===== src/rtl/des_pkg.sv =====
// des_pkg: shared constants, state encoding and subkey-index helper for the DES round controller.
package des_pkg;
    localparam int DES_ROUNDS = 16;
    localparam int DES_CNT_W  = 5;
    localparam int DES_KIDX_W = 4;

    typedef enum logic [1:0] {
        IDLE = 2'd0,
        RUN  = 2'd1,
        DONE = 2'd2
    } state_t;

    // Decrypt walks the key schedule backwards.
    function automatic int subkey_idx(input int cnt, input logic mode, input int rounds);
        return mode ? rounds - 1 - cnt : cnt;
    endfunction
endpackage


===== src/rtl/des_round_counter.sv =====
// des_round_counter: round counter with synchronous clear and a last-round flag.
module des_round_counter #(
    parameter int ROUNDS = des_pkg::DES_ROUNDS,
    parameter int CNT_W  = des_pkg::DES_CNT_W
) (
    input  logic             clk,
    input  logic             rst,
    input  logic             clr,
    input  logic             inc,
    output logic [CNT_W-1:0] cnt,
    output logic             cnt_last
);
    always_ff @(posedge clk) begin
        if (rst || clr) cnt <= '0;
        else if (inc) cnt <= cnt + 1'b1;
    end

    assign cnt_last = cnt == CNT_W'(ROUNDS - 1);
endmodule


===== src/rtl/des_round_ctrl.sv =====
// des_round_ctrl: sequences one DES block through ROUNDS Feistel rounds with
// valid/ready handshakes on both sides.
module des_round_ctrl #(
    parameter int ROUNDS = des_pkg::DES_ROUNDS,
    parameter int CNT_W  = des_pkg::DES_CNT_W,
    parameter int KIDX_W = des_pkg::DES_KIDX_W
) (
    input  logic              clk,
    input  logic              rst,
    input  logic              in_valid,
    output logic              in_ready,
    input  logic              decrypt,
    output logic              load_init,
    output logic              round_en,
    output logic [CNT_W-1:0]  cnt,
    output logic [KIDX_W-1:0] key_idx,
    output logic              last_round,
    output logic              out_valid,
    input  logic              out_ready,
    output logic              busy
);
    import des_pkg::*;

    state_t state;
    logic   mode_r;
    logic   cnt_last;
    logic   run;
    logic   done;
    logic   clr;

    assign run  = state == RUN;
    assign done = state == DONE;
    // Every accept and every drain of DONE restarts the count.
    assign clr  = (state == IDLE && in_valid) || (done && out_ready);

    des_round_counter #(.ROUNDS(ROUNDS), .CNT_W(CNT_W)) u_cnt (
        .clk      (clk),
        .rst      (rst),
        .clr      (clr),
        .inc      (run),
        .cnt      (cnt),
        .cnt_last (cnt_last)
    );

    always_ff @(posedge clk) begin
        if (rst) begin
            state  <= IDLE;
            mode_r <= 1'b0;
        end else begin
            case (state)
                IDLE: if (in_valid) begin
                    state  <= RUN;
                    mode_r <= decrypt;
                end
                RUN: if (cnt_last) state <= DONE;
                DONE: if (out_ready) begin
                    state <= in_valid ? RUN : IDLE;
                    if (in_valid) mode_r <= decrypt;
                end
                default: state <= IDLE;
            endcase
        end
    end

    assign in_ready   = state == IDLE || (done && out_ready);
    assign round_en   = run;
    assign load_init  = run && cnt == '0;
    assign key_idx    = run ? KIDX_W'(subkey_idx(int'(cnt), mode_r, ROUNDS)) : '0;
    assign last_round = run && cnt_last;
    assign out_valid  = done;
    assign busy       = run || done;
endmodule


===== config.mk =====
export PLATFORM = sky130hd
export DESIGN_NAME = des_round_ctrl
export DESIGN_NICKNAME = d
export VERILOG_FILES = /design/src/rtl/des_pkg.sv /design/src/rtl/des_round_counter.sv /design/src/rtl/des_round_ctrl.sv
export SDC_FILE = /design/constraint.sdc
export NUM_CORES = 1
export LEC_CHECK = 0
export BUFFER_PORTS_ARGS = -buffer_cell sky130_fd_sc_hd__buf_2
export CORE_AREA = 2 2 39 41
export DETAILED_ROUTE_END_ITERATION = 10
export DIE_AREA = 0 0 41 43
export MAX_ROUTING_LAYER = met4
export PLACE_DENSITY_LB_ADDON = 0.12
export REMOVE_ABC_BUFFERS = 1
export SLEW_MARGIN = 5
export SYNTH_ARGS = -nofsm -noshare
export SYNTH_HDL_FRONTEND = slang
export SYNTH_SLANG_ARGS = --single-unit
export TNS_END_PERCENT = 20

===== constraint.sdc =====
create_clock -name clk -period 2.2 [get_ports clk]
set_clock_uncertainty 0.15 [all_clocks]
set_input_delay 0.44 -clock clk [delete_from_list [all_inputs] [get_ports clk]]
set_output_delay 0.44 -clock clk [all_outputs]
set_load 0.005 [all_outputs]

# After elaboration in Yosys (flattened, before gate mapping)

Cells that the tools add are included.

Output and inout port bits: 15
Bits in registers: 8
Bits of input ports: 5
Word-level logic and storage cells: 34

Mux-type cells: 10
Reductions and logical operators: 13
Add/sub/neg operators: 2
Equal/unequal tests: 6

Operators with widths:

| cell                                                            | count |
|---|---|
| 4-bit 2-to-1 mux                                                | 2 |
| 2-bit 2-to-1 mux                                                | 3 |
| 2-bit inequality test, second input constant                    | 3 |
| 2-bit case mux with 3 select lines                              | 1 |
| 5-bit by 1-bit adder with 5-bit output, second input constant   | 1 |
| 5-bit by 4-bit == test with 1-bit output, second input constant | 1 |
| 5-bit zero test                                                 | 1 |
| 1-bit logical AND                                               | 4 |
| 1-bit logical OR                                                | 4 |
| 4-bit subtractor, first input constant                          | 1 |
| 1-bit 2-to-1 mux                                                | 3 |
| 3-bit AND reduction                                             | 1 |
| 2-bit by 1-bit == test with 1-bit output, second input constant | 1 |
| 2-bit == test, second input constant                            | 1 |
| 2-bit zero test                                                 | 1 |
| 1-bit case mux with 2 select lines                              | 1 |
| 2-bit AND reduction                                             | 1 |
| 2-bit nonzero test                                              | 1 |

# Logic depth before layout (Yosys ltp)

Gate-level depths: netlist of run 1.

Depth after elaboration: 4
Gate-level depth with buffers: 6
Depth with buffers taken out: 5

# Hierarchy

A second synthesis of run 1 with hierarchy kept.

Cell total of the unflattened synthesis: 62
Area total of the unflattened synthesis: 589.3 µm²

Modules (own cells, without submodules):

| module            | instances | area each (µm²) | sequential area each (µm²) | cells an instance |
|---|---|---|---|---|
| des_round_ctrl    | 1         | 331.6           | 60.1                       | 38 |
| des_round_counter | 1         | 257.7           | 100.1                      | 24 |

# Worst setup path before layout of run 1

OpenSTA, ideal clock, no wires.

Path kind: reg-to-output
From: register u_cnt.cnt[0]
To: output port last_round
Stages on the path, launching flop included: 5
Data required time: 1,610 ps
Path slack: 517 ps
Path buffers: 0
Arrival time: 1,093 ps
Cells stage by stage: dfxtp_1 ha_1 and3_1 ha_1 and2_1

Longest elaborated chain between the ends: 2

Ends and longest elaborated chain:

| what                                     | line                    | source |
|---|---|---|
| start, declared                          | des_round_counter.sv:10 | `output logic [CNT_W-1:0] cnt,` |
| start signal, assigned                   | des_round_counter.sv:15 | `else if (inc) cnt <= cnt + 1'b1;` |
| 5-bit by 4-bit == test with 1-bit output | des_round_counter.sv:18 | `assign cnt_last = cnt == CNT_W'(ROUNDS - 1);` |
| 1-bit logical AND                        | des_round_ctrl.sv:69    | `assign last_round = run && cnt_last;` |
| end, declared                            | des_round_ctrl.sv:17    | `output logic last_round,` |

Every way passes these cells.

# Final worst setup path of run 1

From: register u_cnt.cnt[1]
To: output port last_round

The elaborated chain is that of the path after synthesis.

==> results of run 1 <==
## logic make-up (layout without fill, tap and decap cells)
family	after synthesis	after routing	synth area share [%]
DFF	8	8	29.3
adders and majority gates	7	7	16.0
and+or+nand+nor	23	23	19.9
xor gates and xnor gates	7	7	11.2
muxes	3	3	6.41
buffers and inverters	9	30	7.09
AOI/OAI and AO/OA	8	8	10.1
## worst max-delay path: stages (launching register included)
cell and delay [ns]:
dfxtp_1 0.36, ha_1 0.21, and3_1 0.18, ha_1 0.20, and2_1 0.15, buf_2 0.12
## stage by stage
| step | total power, mW | util, % | hold WS, ns |
|---|---|---|---|
| global route | 0.587 | 50.0 | 0.242 |
| CTS | 0.532 | 49.1 | 0.245 |
| floorplan | 0.334 | - | 0.322 |
| finish | 0.537 | 50.0 | 0.254 |
| detailed placement | 0.416 | 47.5 | 0.344 |
| global placement | 0.412 | 47.5 | 0.336 |
## final timing paths
kind,slack [ns],to,startpoint,depth (start not counted)
worst max-delay path,0.12,last_round,u_cnt.cnt[1],5
worst min-delay path,0.25,state[1],rst,2
worst max register to register,0.56,state[0],u_cnt.cnt[1],5
worst min register to register,0.35,u_cnt.cnt[4],u_cnt.cnt[4],2
## repair_timing
item | CTS | global route
hold buffers | 0 | 0
gates resized for setup | 0 | 2
endpoints found under the setup margin | 0 | 1
## area by class of cell
cell class | instances | area [µm²]
inverters | 7 | 26.3
flip-flops and latches | 8 | 160
well taps | 16 | 20.0
multi-input cells | 48 | 360
clock buffers | 3 | 22.5
repair buffers | 20 | 103
fillers | 155 | 692
## power groups by stage
stage	combinational, mW	sequential, mW	clock, mW
2_1_floorplan	0.148	0.186	0
3_3_place_gp	0.229	0.183	0
3_5_place_dp	0.232	0.184	0
4_1_cts	0.233	0.181	0.118
5_1_grt	0.266	0.187	0.133
6_report	0.238	0.184	0.115
## cells in the final DEF, fill, tap and decap left out
cell and instances:
buf_2 19, nor2_1 9, dfxtp_1 8, inv_1 6, ha_1 6, xnor2_1 5
nand2_1 5, nand2b_1 4, a21oi_1 3, clkbuf_4 3, mux2i_1 2, xor2_1 2
and3_1 1, inv_2 1, nor4_1 1, and2_1 1, or3_1 1, o211ai_1 1
a31oi_1 1, a311oi_1 1, mux2_4 1, a41o_1 1, a211oi_1 1, nand4_1 1
ha_4 1, buf_4 1
## per-layer routing
metal | up-vias | part of all wire, % | global-route usage, %
met1 | 229 | 43 | 16.1
li1 | 258 | - | -
met2 | 14 | 48 | 25.0
met5 | - | 0 | -
met3 | 5 | 5.1 | 3.14
met4 | 0 | 3.2 | 12.0
## registers in the layout, indices dropped and copies added, names as in the netlist
name	count
u_cnt.cnt	5
state	2
mode_r	1
==> results_dict.tcl, run 1 <==
set metrics [dict create \
    run_status "finished clean" \
    clock-sinks 8 \
    required_ns 1.61 \
    drt_iter0_drc 6 \
    portBuffers 19 \
    rows 14 \
    drtAntennaViolNets 0 \
    min_period_over_period_pct 94.4 \
    dpl-instance-area_um2 657 \
    hold_violations 0 \
    core_mm2 0.00138 \
    slew-limit-headroom_pct 82.8 \
    wl_um 1150 \
    cp.arrival_ns 1.49 \
    syn_inst 65 \
    synth_edf_count 0 \
    place_hpwl_um 935 \
    ir_worst_vdd_uv 407 \
    num_antenna_cells 0 \
    ys_ff_latch 8 \
    dieArea_mm2 0.00176 \
    pwr-share-comb_pct 44.4 \
    avgViaCountPerCell 4.96 \
    start_util_pct 39.5 \
    min_path_type "primary input to flop" \
    drv_slew 0 \
    tightest_slew_ns 0.256 \
    synth_async_sr_flop_share_pct 0 \
    drive_gt1_share_pct 30.2 \
    cts_tree "done" \
    grt_usage_pct 15.8 \
    wire_per_inst_um 11.3 \
    yosysTopAreaCell "dfxtp_1" \
    fmax_ghz 0.481 \
    finalSetupViolations 0 \
    grt_pass1_vias 453 \
    pre_cts_slack_ns 0.298 \
    ctsLongestPathBuffers 2 \
    grt_max_degree 10 \
    crit_type "flop to output pin" \
    cts_root_buffer "clkbuf_4" \
    ys_seq_area_share_pct 29.3 \
    fp.dieH_um 43 \
    area_growth_pct 26.5 \
    p_sw_mw 0.193 \
    rsz0062_at_grt "false" \
    critPathMaxFanout 6 \
    fin_area_um2 692 \
    power_density_mw_per_mm2 776 \
    final_cells 102 \
    synth_warnings 0 \
    fin_tns_setup_ns 0 \
    yosys-top-cells-area "dfxtp_1 (29%), ha_1 (16%), xnor2_1 (8.0%)" \
    clk_latency_ns 0.26 \
    yosys-top-cells-count "nor2_1 (9), dfxtp_1 (8), ha_1 (7)" \
    worstSetupStartpointType "flop" \
    finalWorstPathRequiredPeriod_ns 2.08 \
    htreeDepth 1 \
    seq_power_share_pct 34.3 \
    internal_power_mw 0.345 \
    grt.overflow.total 0 \
    synth_area_um2 547 \
    dpl.cell_count 99 \
    ys_types 24 \
    cp-end-kind "output pin" \
    numCtsBuffers 3 \
    route.detailed.drc 0 \
    path_clk_slew_ns 0.06 \
    cts_setup_buffers 0 \
    io_pins 20 \
    worst_slack_ns 0.123 \
    dieWidth_um 41 \
    synth.avg_cell_area_um2 8.41 \
    via_count 506 \
    p_clk_share_pct 21.4 \
    first_pass_iters 4 \
    synth_ff_type "dfxtp_1" \
    yosys.area.top_type_share_pct 29.3 \
    fin_nets 100 \
    synth.most_common_cell "nor2_1" \
    grt_antenna_before_repair 0 \
    leakage_nw 0.338 \
    routabilityCongestion 0.737 \
    maxCapViolations 0 \
    grt_pass1_wl_um 1800 \
    swShare_pct 35.9 \
]
Power figures use the tool's default switching activity.
==> run 2: changes to the inputs <==
- SYNTH_HIERARCHICAL: default -> 1
==> results_dict.tcl, run 2 <==
set metrics [dict create \
    run_status "finished clean" \
    r2r-start "u_cnt/cnt[0]" \
    synth_ff_type "dfxtp_1" \
    top_register "u_cnt/cnt" \
    place_hpwl_um 872 \
    via_count 489 \
    htreeDepth 1 \
    syn_inst 62 \
    cts_tree "done" \
    final_cell_mix "buf_2 (19), nor2_1 (8), ha_1 (6), dfxtp_1 (6), xnor2_1 (5)" \
    drv_slew 0 \
    first_pass_iters 2 \
    hold_depth 2 \
    num_antenna_cells 0 \
    grt_max_degree 11 \
    fin_nets 96 \
    fin_util_pct 52.4 \
    tightest_slew_ns 0.267 \
    seq_power_share_pct 34.6 \
    crit_type "flop to output pin" \
    dieWidth_um 41 \
    grt_pass1_wl_um 1810 \
    ys_seq_area_share_pct 27.2 \
    ir_worst_vdd_uv 466 \
    pre_cts_slack_ns 0.230 \
    r2r_slack_ns 0.43 \
    slew-limit-headroom_pct 82.2 \
    min_from "rst" \
    finalWorstPathRequiredPeriod_ns 2.10 \
    yosysTopAreaCell "dfxtp_1" \
    largest_reg_flops 5 \
    r2r_cells 5 \
    fp.dieH_um 43 \
    clk_latency_ns 0.25 \
    yosys.area.top_type_share_pct 27.2 \
    reg_top3 "u_cnt/cnt (5), state (2), mode_r (1)" \
    wl_um 1140 \
    maxCapViolations 0 \
    drive_gt1_share_pct 39.0 \
    grt.overflow.total 0 \
    critPathMaxFanout 6 \
    drtAntennaViolNets 0 \
    cp.arrival_ns 1.51 \
    grt_usage_pct 15.4 \
    ys_types 30 \
    leakage_nw 0.356 \
    finalSetupViolations 0 \
    synth_edf_count 0 \
    crit_path_start "u_cnt/cnt[0]" \
    grt_pass1_vias 425 \
    core_mm2 0.00138 \
    ctsLongestPathBuffers 2 \
    synth_area_um2 589 \
    rows 14 \
    final_cells 98 \
    drt_iter0_drc 7 \
    area_growth_pct 23.1 \
    timing.rr.end "state[0]" \
    worstSetupStartpointType "flop" \
    swShare_pct 35.4 \
    required_ns 1.61 \
    p_total_mw 0.548 \
    hold_buffers 0 \
    fmax_ghz 0.476 \
    path_clk_slew_ns 0.06 \
    synth_async_sr_flop_share_pct 0 \
    clock-sinks 8 \
    p_sw_mw 0.194 \
    power_density_mw_per_mm2 755 \
    min_period_over_period_pct 95.4 \
    routabilityCongestion 0.749 \
    io_pins 20 \
    min_path_type "primary input to flop" \
    pwr-share-comb_pct 44.8 \
    yosys-top-cells-count "dfxtp_1 (8), nor2_1 (8), ha_1 (7)" \
    min_to "state[1]" \
    yosys-top-cells-area "dfxtp_1 (27%), ha_1 (15%), xnor2_1 (7.4%)" \
    ys_ff_latch 8 \
    portBuffers 19 \
    hold_violations 0 \
    p_clk_share_pct 20.6 \
    internal_power_mw 0.354 \
    start_util_pct 42.6 \
    cts_setup_buffers 0 \
    route.detailed.drc 0 \
    grt_antenna_before_repair 0 \
    cts_root_buffer "clkbuf_4" \
    synth.avg_cell_area_um2 9.51 \
    avgViaCountPerCell 4.99 \
    final_common_cell "buf_2" \
    rsz0062_at_grt "false" \
    dieArea_mm2 0.00176 \
    wire_per_inst_um 11.7 \
    fin_tns_setup_ns 0 \
    dpl.cell_count 95 \
    cp-end-kind "output pin" \
    synth_warnings 6 \
    numCtsBuffers 3 \
    worst_slack_ns 0.101 \
]
==> run 2: power groups by stage <==
stage	Sequential (mW)	Clock (mW)	Combinational (mW)
floorplan	0.186	0	0.169
global placement	0.189	0	0.236
detailed placement	0.190	0	0.237
CTS	0.186	0.117	0.241
global route	0.193	0.124	0.275
finish	0.190	0.113	0.245
==> run 2: critical path, stage by stage (launching register included) <==
cell and delay, ns:
dfxtp_2 0.36, ha_1 0.24, and3_1 0.19, ha_1 0.21, and2_1 0.16, buf_2 0.12
==> run 2: worst max path at each step <==
stage	end	slack (ns)	cells past startpoint
2_1_floorplan	state[0]	0.47	5
3_3_place_gp	load_init	0.28	5
3_5_place_dp	load_init	0.23	5
4_1_cts	last_round	0.04	5
5_1_grt	last_round	0.03	5
6_report	last_round	0.10	5
==> run 2: cells by family after synthesis <==
family / count (synthesis) / synth area share [%]
and+or+nand+nor: 21 / 21.4
AOI/OAI and AO/OA: 11 / 15.1
DFF: 8 / 27.2
adders and majority gates: 7 / 14.9
buffers and inverters: 6 / 5.31
xor gates and xnor gates: 5 / 7.43
muxes: 4 / 8.71
==> run 2: repair_timing <==
item	CTS	global route
resized for setup	1	3
cloned	0	0
setup endpoints to repair	1	2
==> run 2: metal layers <==
layer	vias up	GRT usage, %	wire, µm
met1	220	22.4	593
met2	8	20.3	505
met4	0	6.00	9
met5	-	-	0
li1	259	-	-
met3	2	3.14	34
==> run 2: through the flow <==
step / hold slack [ns] / area, µm²
after global routing: 0.311 / 726
after global placement: 0.393 / 688
after detailed placement: 0.386 / 688
final: 0.295 / 726
after CTS: 0.291 / 713
after floorplan: 0.362 / 573
==> run 2: cell type report <==
| type | instances | area [µm²] |
|---|---|---|
| tap | 16 | 20.0 |
| inverter | 4 | 15.0 |
| clock buffer | 3 | 22.5 |
| sequential | 8 | 163 |
| multi-input combinational | 48 | 410 |
| timing repair buffer | 19 | 95.1 |
| fill | 135 | 658 |
==> run 3: changes to the inputs <==
- clock period: 2.2 -> 2 ns (I/O delays scaled with it)
==> results_dict.tcl, run 3 (synthesized netlist as in run 2, its figures left out) <==
set metrics [dict create \
    fin_nets 100 \
    dieArea_mm2 0.00176 \
    finalWorstPathRequiredPeriod_ns 1.93 \
    wire_per_inst_um 11.1 \
    htreeDepth 1 \
    cp_cell_sequence "ha_4 > and3_4 > ha_2 > and2_1 > buf_2" \
    leakage_nw 0.372 \
    finalSetupViolations 0 \
    required_ns 1.45 \
    crit_type "flop to output pin" \
    drt_iter0_drc 8 \
    first_pass_iters 4 \
    dieWidth_um 41 \
    grt_pass1_wl_um 1950 \
    r2r-start "u_cnt/cnt[1]" \
    multi_input_comb_area_um2 418 \
    clk_latency_ns 0.25 \
    clock-sinks 8 \
    hold_violations 0 \
    r2r_slack_ns 0.25 \
    grt_usage_pct 16.9 \
    fill_cells 135 \
    wl_um 1130 \
    cp-end-kind "output pin" \
    ir_worst_vdd_uv 368 \
    reg_top3 "u_cnt/cnt (5), state (2), mode_r (1)" \
    route.detailed.drc 0 \
    area_growth_pct 30.4 \
    core_mm2 0.00138 \
    fin_hold_ws_ns 0.248 \
    num_antenna_cells 0 \
    path_clk_slew_ns 0.05 \
    drv_slew 0 \
    grt_antenna_before_repair 0 \
    r2r_cells 6 \
    worstSetupStartpointType "flop" \
    routabilityCongestion 0.746 \
    hold_buffers 0 \
    min_period_over_period_pct 96.4 \
    place_hpwl_um 842 \
    final_cell_mix "buf_2 (19), nor2_1 (8), dfxtp_1 (6)" \
    cp_slowest_cell "dfxtp_4" \
    start_util_pct 42.6 \
    setup.worst_path.end "last_round" \
    grt_pass1_vias 469 \
    portBuffers 19 \
    ctsLongestPathBuffers 2 \
    via_count 512 \
    final_common_cell "buf_2" \
    p_total_mw 0.609 \
    critPathMaxFanout 5 \
    fp.dieH_um 43 \
    io_pins 20 \
    rows 14 \
    regArea_um2 168 \
    fmax_ghz 0.519 \
    slowest_delay_ns 0.36 \
    avgViaCountPerCell 5.02 \
    tightest_slew_ns 0.284 \
    cts_tree "done" \
    largest_reg_flops 5 \
    min_path_type "primary input to flop" \
    maxCapViolations 0 \
    slew-limit-headroom_pct 81.1 \
    cts_root_buffer "clkbuf_4" \
    top_register "u_cnt/cnt" \
    grt_max_degree 10 \
    run_status "finished clean" \
    grt.overflow.total 0 \
    crit_path_start "u_cnt/cnt[1]" \
    numCtsBuffers 3 \
    timing.rr.end "state[0]" \
    drtAntennaViolNets 0 \
    cp.arrival_ns 1.38 \
    power_density_mw_per_mm2 792 \
    drive_gt1_share_pct 44.2 \
]
[run 3: changes by cell type in the layout (fill, tap and decap cells not counted), sizes merged]
cell,before,now
buf,19,23
[run 3: through the flow]
| step | setup slack, ns | cell area, µm² | std cells | utilization (%) | setup TNS [ns] |
|---|---|---|---|---|---|
| 3_5_place_dp | 0.172 | 696 | 96 | 50.3 | 0 |
| 6_report | 0.0725 | 768 | 102 | 55.5 | 0 |
| 5_1_grt | -0.00449 | 768 | 102 | 55.5 | -0.00642 |
| 3_3_place_gp | 0.185 | 696 | 96 | 50.3 | 0 |
| 2_1_floorplan | 0.273 | 573 | 60 | - | 0 |
| 4_1_cts | 0.0132 | 736 | 100 | 53.2 | 0 |
[run 3: worst max-delay path: cells and delay by family (launching register included)]
| family | cells | cell delay, ns |
|---|---|---|
| AND/OR/NAND/NOR | 2 | 0.31 |
| adder cells (fa/ha/maj) | 2 | 0.33 |
| flip-flops | 1 | 0.36 |
| buffers and inverters | 1 | 0.12 |
[run 3: cell type report]
type / count / area share, %
Clock buffer: 3 / 2.93
Inverter: 4 / 1.95
Multi-Input combinational cell: 48 / 54.4
Sequential cell: 8 / 21.8
Tap cell: 16 / 2.61
Timing Repair Buffer: 23 / 16.3
[run 3: power by group]
group          total [mW]  switching, mW  internal (mW)
clock               0.123         0.0540         0.0686
sequential          0.203         0.0219          0.181
combinational       0.283          0.139          0.144
total               0.609          0.215          0.394
[run 3: routing by layer]
layer  vias up  routed length [µm]  GRT usage, %
met3         2                  55          4.71
li1        267                   -             -
met4         0                   3          10.0
met1       229                 538          22.2
met2        14                 531          22.2
met5         -                   0             -
[run 3: worst min path at each step]
stage	from	to	slack (ns)	depth (start not counted)
final	rst	state[1]	0.25	2
after floorplan	rst	state[1]	0.32	1
after global routing	rst	state[1]	0.26	2
after global placement	u_cnt/cnt[4]	u_cnt/cnt[4]	0.39	2
after detailed placement	u_cnt/cnt[4]	u_cnt/cnt[4]	0.40	2
after CTS	rst	state[1]	0.24	2
[run 3: timing repair]
action                                  CTS  global route
endpoints found under the setup margin    1             1
pin swaps                                 0             1
gates resized for setup                   5             3
buffers inserted                          1             2
